<file path="src/rtl/dmem_pkg.sv">
// Shared types and constants for the data-memory arbiter.
// Priority state encodings, owner codes and the default starvation limit.
package dmem_pkg;

    typedef enum logic {
        PRI_M0 = 1'b0,
        PRI_M1 = 1'b1
    } pri_e;

    localparam logic OWNER_M0 = 1'b0;
    localparam logic OWNER_M1 = 1'b1;

    localparam int STARVE_LIMIT_DEF = 4;

endpackage

</file>
<file path="src/rtl/dmem_starve_ctr.sv">
// Starvation guard for the secondary master.
// Counts consecutive denied m1 cycles and flips priority to m1 at the limit.
module dmem_starve_ctr
    import dmem_pkg::*;
#(
    parameter int STARVE_LIMIT = STARVE_LIMIT_DEF
) (
    input  logic clk,
    input  logic reset,
    input  logic m1_req,
    input  logic m1_gnt,
    output pri_e pri
);

    localparam int CW = (STARVE_LIMIT > 0) ? $clog2(STARVE_LIMIT + 1) : 1;
    localparam logic [CW-1:0] LIM    = CW'(STARVE_LIMIT);
    localparam logic [CW-1:0] LIM_M1 = CW'((STARVE_LIMIT > 0) ? STARVE_LIMIT - 1 : 0);

    logic [CW-1:0] cnt;
    logic          denied;

    assign denied = m1_req & ~m1_gnt;

    always_ff @(posedge clk) begin
        if (reset) begin
            cnt <= '0;
            pri <= PRI_M0;
        end else begin
            if (denied) begin
                if (cnt != LIM) cnt <= cnt + 1'b1;
            end else begin
                cnt <= '0;
            end
            // A limit of zero disables the guard entirely
            unique case (pri)
                PRI_M0: if (STARVE_LIMIT > 0 && denied && cnt == LIM_M1) pri <= PRI_M1;
                PRI_M1: if (m1_gnt) pri <= PRI_M0;
            endcase
        end
    end

endmodule

</file>
<file path="src/rtl/dmem_arbiter.sv">
// Two-master arbiter in front of the synchronous-read data RAM.
// m0 has fixed priority; m1 is guaranteed service by the starvation guard.
module dmem_arbiter
    import dmem_pkg::*;
#(
    parameter int STARVE_LIMIT = STARVE_LIMIT_DEF,
    parameter int AW = 32,
    parameter int DW = 32
) (
    input  logic            clk,
    input  logic            reset,
    input  logic            m0_req,
    input  logic [AW-1:0]   m0_addr,
    input  logic [DW/8-1:0] m0_wen,
    input  logic [DW-1:0]   m0_wdata,
    output logic            m0_gnt,
    output logic            m0_rvalid,
    output logic [DW-1:0]   m0_rdata,
    input  logic            m1_req,
    input  logic [AW-1:0]   m1_addr,
    input  logic [DW/8-1:0] m1_wen,
    input  logic [DW-1:0]   m1_wdata,
    output logic            m1_gnt,
    output logic            m1_rvalid,
    output logic [DW-1:0]   m1_rdata,
    output logic [AW-1:0]   ram_addr,
    output logic [DW/8-1:0] ram_wen,
    output logic [DW-1:0]   ram_wdata,
    input  logic [DW-1:0]   ram_rdata,
    output logic            owner
);

    pri_e pri;
    logic win_m1;
    logic any_gnt;
    logic rd_pending;
    logic rd_owner;
    logic owner_q;

    dmem_starve_ctr #(
        .STARVE_LIMIT(STARVE_LIMIT)
    ) u_starve (
        .clk   (clk),
        .reset (reset),
        .m1_req(m1_req),
        .m1_gnt(m1_gnt),
        .pri   (pri)
    );

    assign win_m1  = (pri == PRI_M1) ? m1_req : (m1_req & ~m0_req);
    assign m1_gnt  = ~reset & win_m1;
    assign m0_gnt  = ~reset & m0_req & ~win_m1;
    assign any_gnt = m0_gnt | m1_gnt;

    always_comb begin
        ram_addr  = m1_gnt ? m1_addr : m0_addr;
        ram_wdata = m1_gnt ? m1_wdata : m0_wdata;
        ram_wen   = '0;
        if (m1_gnt)      ram_wen = m1_wen;
        else if (m0_gnt) ram_wen = m0_wen;
        if (reset) ram_addr = '0;
    end

    always_comb begin
        owner = owner_q;
        if (any_gnt) owner = m1_gnt ? OWNER_M1 : OWNER_M0;
        if (reset)   owner = OWNER_M0;
    end

    // Reloaded every cycle so a new access can issue while the last read returns
    always_ff @(posedge clk) begin
        if (reset) begin
            rd_pending <= 1'b0;
            rd_owner   <= OWNER_M0;
            owner_q    <= OWNER_M0;
        end else begin
            rd_pending <= any_gnt & (ram_wen == '0);
            rd_owner   <= m1_gnt ? OWNER_M1 : OWNER_M0;
            if (any_gnt) owner_q <= m1_gnt ? OWNER_M1 : OWNER_M0;
        end
    end

    assign m0_rvalid = ~reset & rd_pending & (rd_owner == OWNER_M0);
    assign m1_rvalid = ~reset & rd_pending & (rd_owner == OWNER_M1);
    assign m0_rdata  = ram_rdata;
    assign m1_rdata  = ram_rdata;

endmodule

</file>
<file path="config.mk">
export PLATFORM = sky130hd
export DESIGN_NAME = dmem_arbiter
export DESIGN_NICKNAME = d
export VERILOG_FILES = /design/src/rtl/dmem_pkg.sv /design/src/rtl/dmem_starve_ctr.sv /design/src/rtl/dmem_arbiter.sv
export SDC_FILE = /design/constraint.sdc
export NUM_CORES = 1
export LEC_CHECK = 0
export ABC_AREA = 1
export CORE_AREA = 2 2 121 123
export DETAILED_ROUTE_END_ITERATION = 10
export DIE_AREA = 0 0 123 125
export GPL_ROUTABILITY_DRIVEN = 0
export MAX_ROUTING_LAYER = met4
export PLACE_DENSITY = 0.64
export REMOVE_ABC_BUFFERS = 1
export SLEW_MARGIN = 20
export SYNTH_ARGS = -nofsm -noshare
export SYNTH_HDL_FRONTEND = slang
export SYNTH_SLANG_ARGS = --single-unit
</file>
<file path="constraint.sdc">
create_clock -name clk -period 5.34 [get_ports clk]
set_clock_uncertainty 0.15 [all_clocks]
set_input_delay 1.602 -clock clk [delete_from_list [all_inputs] [get_ports clk]]
set_output_delay 1.602 -clock clk [all_outputs]
set_load 0.01 [all_outputs]
</file>
==> flow_summary.json, run 1 <==
{
  "rsz0062_at_grt": "true",
  "min_period_ns": 5.19,
  "regArea_um2": 140,
  "critPathLaunchType": "input port",
  "track_usage_pct": 15.3,
  "synth_cell_type_count": 21,
  "cts_max_path_buffers": 2,
  "finalCritPeriodShare_pct": 97.3,
  "vias": 2498,
  "worst_pin_slew_ns": 0.282,
  "clkTransAtPathRegs_ns": 0.04,
  "post_drt_via_cell_ratio": 3.77,
  "drt_first_pass_iters": 4,
  "finalHoldViolations": 0,
  "hp-class": "reg2reg",
  "placed_cell_area_um2": 3680,
  "core_area_um2": 14200,
  "setup_viol": 0,
  "status": "complete, no violations",
  "root_buffer": "clkbuf_16",
  "ir_worst_vdd_uv": 121,
  "slew_violations": 0,
  "yosys_warnings": 0,
  "cts.sinks": 7,
  "grt_max_degree": 38,
  "dieArea_um2": 15400,
  "synth-seq-cells": 7,
  "worstPathRequired_ns": 3.59,
  "slew-limit-headroom_pct": 81.1,
  "grt_pass1_wl_um": 16300,
  "syn_area_um2": 1830,
  "avgRoutedWirePerCell_um": 18.7,
  "place_hpwl_um": 10600,
  "gr-total-overflow": 0,
  "fin_nets": 655,
  "final_layout_size_suffix_gt1_share_pct": 6.68,
  "routed_wl_um": 12400,
  "rows": 44,
  "crit_arrival_ns": 3.44,
  "synth_area_leaders": "buf_4 26%, nand2_1 26%, dfxtp_1 7.7%, nor2_1 7.6%, o21ai_0 7.1%",
  "min_path_cells": 1,
  "numCtsBuffers": 3,
  "cts_tree": "built",
  "syn_to_final_growth_pct": 108,
  "yosys.area.top_type": "buf_4",
  "clock.fmax_ghz": 0.193,
  "drc": 0,
  "ant_nets": 0,
  "power_uw": 468,
  "antenna_cells": 0,
  "final_cell_mix": "206 x clkdlybuf4s50_1, 128 x nand2_1, 37 x nor2_1, 26 x o21ai_0, 19 x nand3_1",
  "drv_cap": 0,
  "io_pins": 309,
  "finalSetupTns_ns": 0,
  "cts_setup_buffers": 0,
  "power_density_nw_per_um2": 123,
  "dieWidth_um": 123,
  "netlist_instances": 335,
  "worst-r2r-cell-count": 9,
  "die_y_um": 125,
  "seq_area_frac_synth_pct": 7.66,
  "design_area_um2": 3810,
  "end_kind": "primary output",
  "drt_iter0_drc": 69,
  "cts_max_level": 1,
  "multi_input_area_um2": 1040,
  "initial_core_util_pct": 12.9,
  "io_buffers": 212,
  "synth_top_area_share_pct": 26.2,
  "grt_pass1_vias": 2342,
  "p_leak_uw": 0.00169,
  "antenna_found_initial": 0,
  "mostFrequentLayoutCell": "clkdlybuf4s50_1",
  "path_max_fanout": 18,
  "crit_type": "in2out",
  "postSynthAreaPerCell_um2": 5.46,
  "clock_latency_ns": 0.23,
  "final.fill_count": 1574
}
[metrics by stage]
step / hold slack [ns] / worst slack, ns / util [%] / instances
final: 0.336 / 0.146 / 26.8 / 663
after floorplan: 0.297 / 0.440 / - / 254
after detailed placement: 0.321 / 0.0598 / 25.9 / 658
after global placement: 0.313 / 0.0977 / 25.9 / 658
after CTS: 0.331 / 0.0559 / 26.5 / 662
after global routing: 0.376 / -0.0157 / 26.8 / 663
[synth_stat cells]
library cell	number
inv_1	10
buf_6	6
buf_2	6
nor2_8	1
nand2_1	128
ha_1	3
inv_2	2
nor2_1	37
nand3_1	19
buf_8	1
dfxtp_1	7
clkbuf_1	3
buf_4	64
buf_1	1
nand2_4	1
o21ai_0	26
nor2_2	15
a21boi_0	1
nand2_2	1
a21oi_1	2
nand4_1	1
[critical path: stages]
cell and delay, ns:
clkdlybuf4s50_1 0.48, nand2_4 0.13, nand2_2 0.12, nor2_8 0.18, clkbuf_16 0.22, nor2_2 0.05
nor2_2 0.08, clkdlybuf4s50_1 0.57
[worst paths after layout]
kind | start | to | slack [ns]
worst max register to register | u_starve.pri | rd_pending | 3.96
worst min-delay path | u_starve.cnt[0] | u_starve.cnt[0] | 0.34
worst min register to register | u_starve.cnt[0] | u_starve.cnt[0] | 0.34
worst max-delay path | m0_req | ram_addr[27] | 0.15
[routing by layer]
| layer | GRT usage, % | share of wire (%) | vias to the layer above | wire length (um) |
|---|---|---|---|---|
| met3 | 14.5 | 23 | 11 | 2840 |
| met5 | - | 0 | - | 0 |
| met4 | 2.21 | 0.65 | 0 | 81 |
| li1 | - | - | 1254 | - |
| met1 | 13.5 | 31 | 1042 | 3840 |
| met2 | 24.5 | 45 | 191 | 5640 |
[cell families after synthesis]
family,share of synthesized area [%]
flops,7.66
buf+inv,35.7
compound gates,8.07
simple gates,46.5
fa+ha+maj,2.05
[what timing repair did]
| action | CTS | global route |
|---|---|---|
| resized for setup | 0 | 8 |
| endpoints found under the setup margin | 0 | 33 |
| hold buffers | 0 | 0 |
[registers in the layout, indices dropped and copies added, names as in the netlist]
name          count
rd_pending        1
u_starve.pri      1
owner_q           1
rd_owner          1
u_starve.cnt      3
[where the power goes]
part / internal (uW) / switching (uW) / leakage (uW) / total [uW]
clock: 99.7 / 32.0 / 0.0000382 / 132
sequential: 54.5 / 0.759 / 0.0000571 / 55.2
combinational: 181 / 101 / 0.00160 / 281
[cell type report]
type	count	share of cell area [%]
repair buffers	221	59.8
multi-input cells	235	27.2
well taps	184	6.04
flip-flops and latches	7	3.68
clock buffers	4	2.07
inverters	12	1.18
No activity file was read; power rests on OpenSTA's default activity.
==> run 2: changes to the inputs <==
CORE_AREA = 2 2 122 124   (was 2 2 121 123)
DIE_AREA = 0 0 124 126   (was 0 0 123 125)
PLACE_DENSITY = 0.63   (was 0.64)
SYNTH_HIERARCHICAL = 1   (was not set)
==> run 2 against run 1 <==
  * Global-route usage decreased by 0.70 points
  * Worst hold slack worse by 0.016 ns
  * Sequential share of layout area is essentially flat
==> flow_summary.json, run 2 <==
{
  "status": "complete, no violations",
  "cts_tree": "built",
  "post_drt_via_cell_ratio": 3.93,
  "end_kind": "primary output",
  "syn_area_um2": 1780,
  "crit_start": "m0_req",
  "finalWorstSetupSlack_ns": 0.157,
  "power_uw": 465,
  "cts_max_level": 1,
  "p_leak_uw": 0.00162,
  "synth-seq-cells": 7,
  "drv_cap": 0,
  "place_hpwl_um": 10300,
  "final.fill_count": 1619,
  "rows": 44,
  "slowest_stage": "clkdlybuf4s50_1",
  "synth_top_area_share_pct": 36.1,
  "core_area_um2": 14300,
  "path_max_fanout": 39,
  "cts_setup_buffers": 0,
  "synth_ff_type": "dfxtp_1",
  "setup_viol": 0,
  "fin_nets": 662,
  "netlist_instances": 337,
  "crit_arrival_ns": 3.43,
  "vias": 2640,
  "crit_type": "in2out",
  "yosys.area.top_type": "nand2_1",
  "synthArstFlopShare_pct": 0,
  "cts_max_path_buffers": 2,
  "clock_latency_ns": 0.22,
  "finalSetupTns_ns": 0,
  "syn_to_final_growth_pct": 112,
  "largest_register_ffs": 3,
  "p_clk_share_pct": 26.9,
  "p_sw_share_pct": 28.2,
  "drt_iter0_drc": 72,
  "cts.sinks": 7,
  "rrSetupSlack_ns": 3.86,
  "worst_pin_slew_ns": 0.380,
  "final_cell_mix": "211 x clkdlybuf4s50_1, 171 x nand2_1, 35 x a21oi_1, 11 x buf_4",
  "clkTransAtPathRegs_ns": 0.03,
  "slew_violations": 0,
  "drc": 0,
  "worst-r2r-cell-count": 8,
  "seq_area_frac_synth_pct": 7.89,
  "final_layout_size_suffix_gt1_share_pct": 5.14,
  "grt_pass1_wl_um": 15900,
  "routed_wl_um": 12000,
  "root_buffer": "clkbuf_16",
  "crit_chain": "clkdlybuf4s50_1 -> nand2_2 -> nand2_2 -> buf_12 -> nand2_1 -> a21oi_1 -> clkdlybuf4s50_1",
  "power_density_nw_per_um2": 123,
  "rsz0062_at_grt": "false",
  "min_period_ns": 5.18,
  "top_register": "u_starve/cnt",
  "grt_pass1_vias": 2476,
  "cts_resized": 0,
  "synth_edf_count": 0,
  "seq_power_share_pct": 12.0,
  "antenna_found_initial": 1,
  "pwr-share-comb_pct": 61.1,
  "ant_nets": 0,
  "synth_area_leaders": "nand2_1 36%, buf_4 27%, a21oi_1 9.9%, dfxtp_1 7.9%, buf_2 2.5%",
  "gr-total-overflow": 0,
  "switching_power_uw": 131,
  "dp_slack_ns": 0.123,
  "r2r_end": "u_starve/cnt[1]",
  "clock.fmax_ghz": 0.193,
  "postSynthAreaPerCell_um2": 5.27,
  "yosys_warnings": 6,
  "ir_worst_vdd_uv": 73.0,
  "io_buffers": 212,
  "mostFrequentLayoutCell": "clkdlybuf4s50_1",
  "dieArea_um2": 15600,
  "io_pins": 309,
  "hp-class": "reg2reg",
  "slew-limit-headroom_pct": 74.7,
  "placed_cell_area_um2": 3690,
  "cell_internal_pwr_uw": 334,
  "cp.depth": 7,
  "endpoint": "ram_addr[14]",
  "path_buf_inv": 3,
  "synth_most_common_cell": "nand2_1",
  "die_y_um": 126,
  "numCtsBuffers": 3,
  "worstPathRequired_ns": 3.59,
  "cpPeakStageDelay_ns": 0.58,
  "finalCritPeriodShare_pct": 97.1,
  "synthTopCellsByCount": "171 x nand2_1, 65 x buf_4, 35 x a21oi_1",
  "critPathLaunchType": "input port",
  "drt_first_pass_iters": 4,
  "path_delay_family": "buffers and inverters",
  "reg2reg_from": "u_starve/pri",
  "track_usage_pct": 14.6,
  "grt_max_degree": 40,
  "synth_cell_type_count": 16,
  "dieWidth_um": 124,
  "cts_hold_repair.buffers": 0,
  "finalHoldViolations": 0,
  "design_area_um2": 3770,
  "initial_core_util_pct": 12.4,
  "avgRoutedWirePerCell_um": 17.9,
  "fin_util_pct": 26.4
}
-- run 2: cell count changes in the layout (fill, tap and decap cells not counted), moves of 10 or more --
cell,change
nand2_1,+43
nor2_1,-29
nor2_2,-15
nand3_1,-10
a21oi_1,+33
o21ai_0,-25
-- run 2: per-stage QoR --
stage / std cells / hold WS (ns)
global route: 671 / 0.356
floorplan: 256 / 0.300
CTS: 670 / 0.321
finish: 671 / 0.319
global placement: 666 / 0.309
detailed placement: 666 / 0.312
-- run 2: cell families after synthesis --
logic type,Yosys count,share of synthesized area (%)
adder cells (fa/ha/maj),3,2.11
buffers and inverters,93,35.7
AO/OA/AOI/OAI,36,10.1
AND/OR/NAND/NOR,198,44.2
flip-flops,7,7.89
-- run 2: tightest hold or removal path: stages, from the launching register on --
cell	delay, ns
dfxtp_1	0.30
nand3_1	0.07
nand2_1	0.05
-- run 2: final cells by class --
type                    count  area, um^2  area share, %
multi-input cells         237        1000           26.6
diodes                      1        2.50         0.0663
inverters                  12        45.0           1.19
flip-flops and latches      7         140           3.71
clock buffers               4        78.8           2.09
well taps                 184         230           6.10
repair buffers            226        2270           60.3
-- run 2: layer usage --
metal  share of wire (%)  vias to the layer above  global-route usage (%)
li1                    -                     1277                       -
met1                  38                     1101                    15.7
met2                  38                      260                    20.5
met3                  24                        2                    14.1
met4                0.21                        0                   0.991
met5                   0                        -                       -
-- run 2: worst min path at each step --
stage | end | slack [ns] | depth (start not counted) | startpoint
3_3_place_gp | u_starve/pri | 0.31 | 2 | u_starve/pri
4_1_cts | u_starve/pri | 0.32 | 2 | u_starve/pri
5_1_grt | owner_q | 0.36 | 2 | owner_q
6_report | u_starve/pri | 0.32 | 2 | u_starve/pri
2_1_floorplan | u_starve/pri | 0.30 | 2 | u_starve/pri
3_5_place_dp | u_starve/pri | 0.31 | 2 | u_starve/pri
-- run 2: power by group through the flow --
stage	registers [uW]	clock network, uW	logic (uW)
2_1_floorplan	56.5	0	75.7
3_3_place_gp	56.7	0	288
3_5_place_dp	56.7	0	287
4_1_cts	55.9	128	290
5_1_grt	56.1	132	312
6_report	55.9	125	284
==> run 3: changes to the inputs <==
CAP_MARGIN = 20   (was not set)
SETUP_SLACK_MARGIN = 0.05   (was not set)
==> results of run 3 <==
Final layout, timing and power as in run 2 (identical DEF).
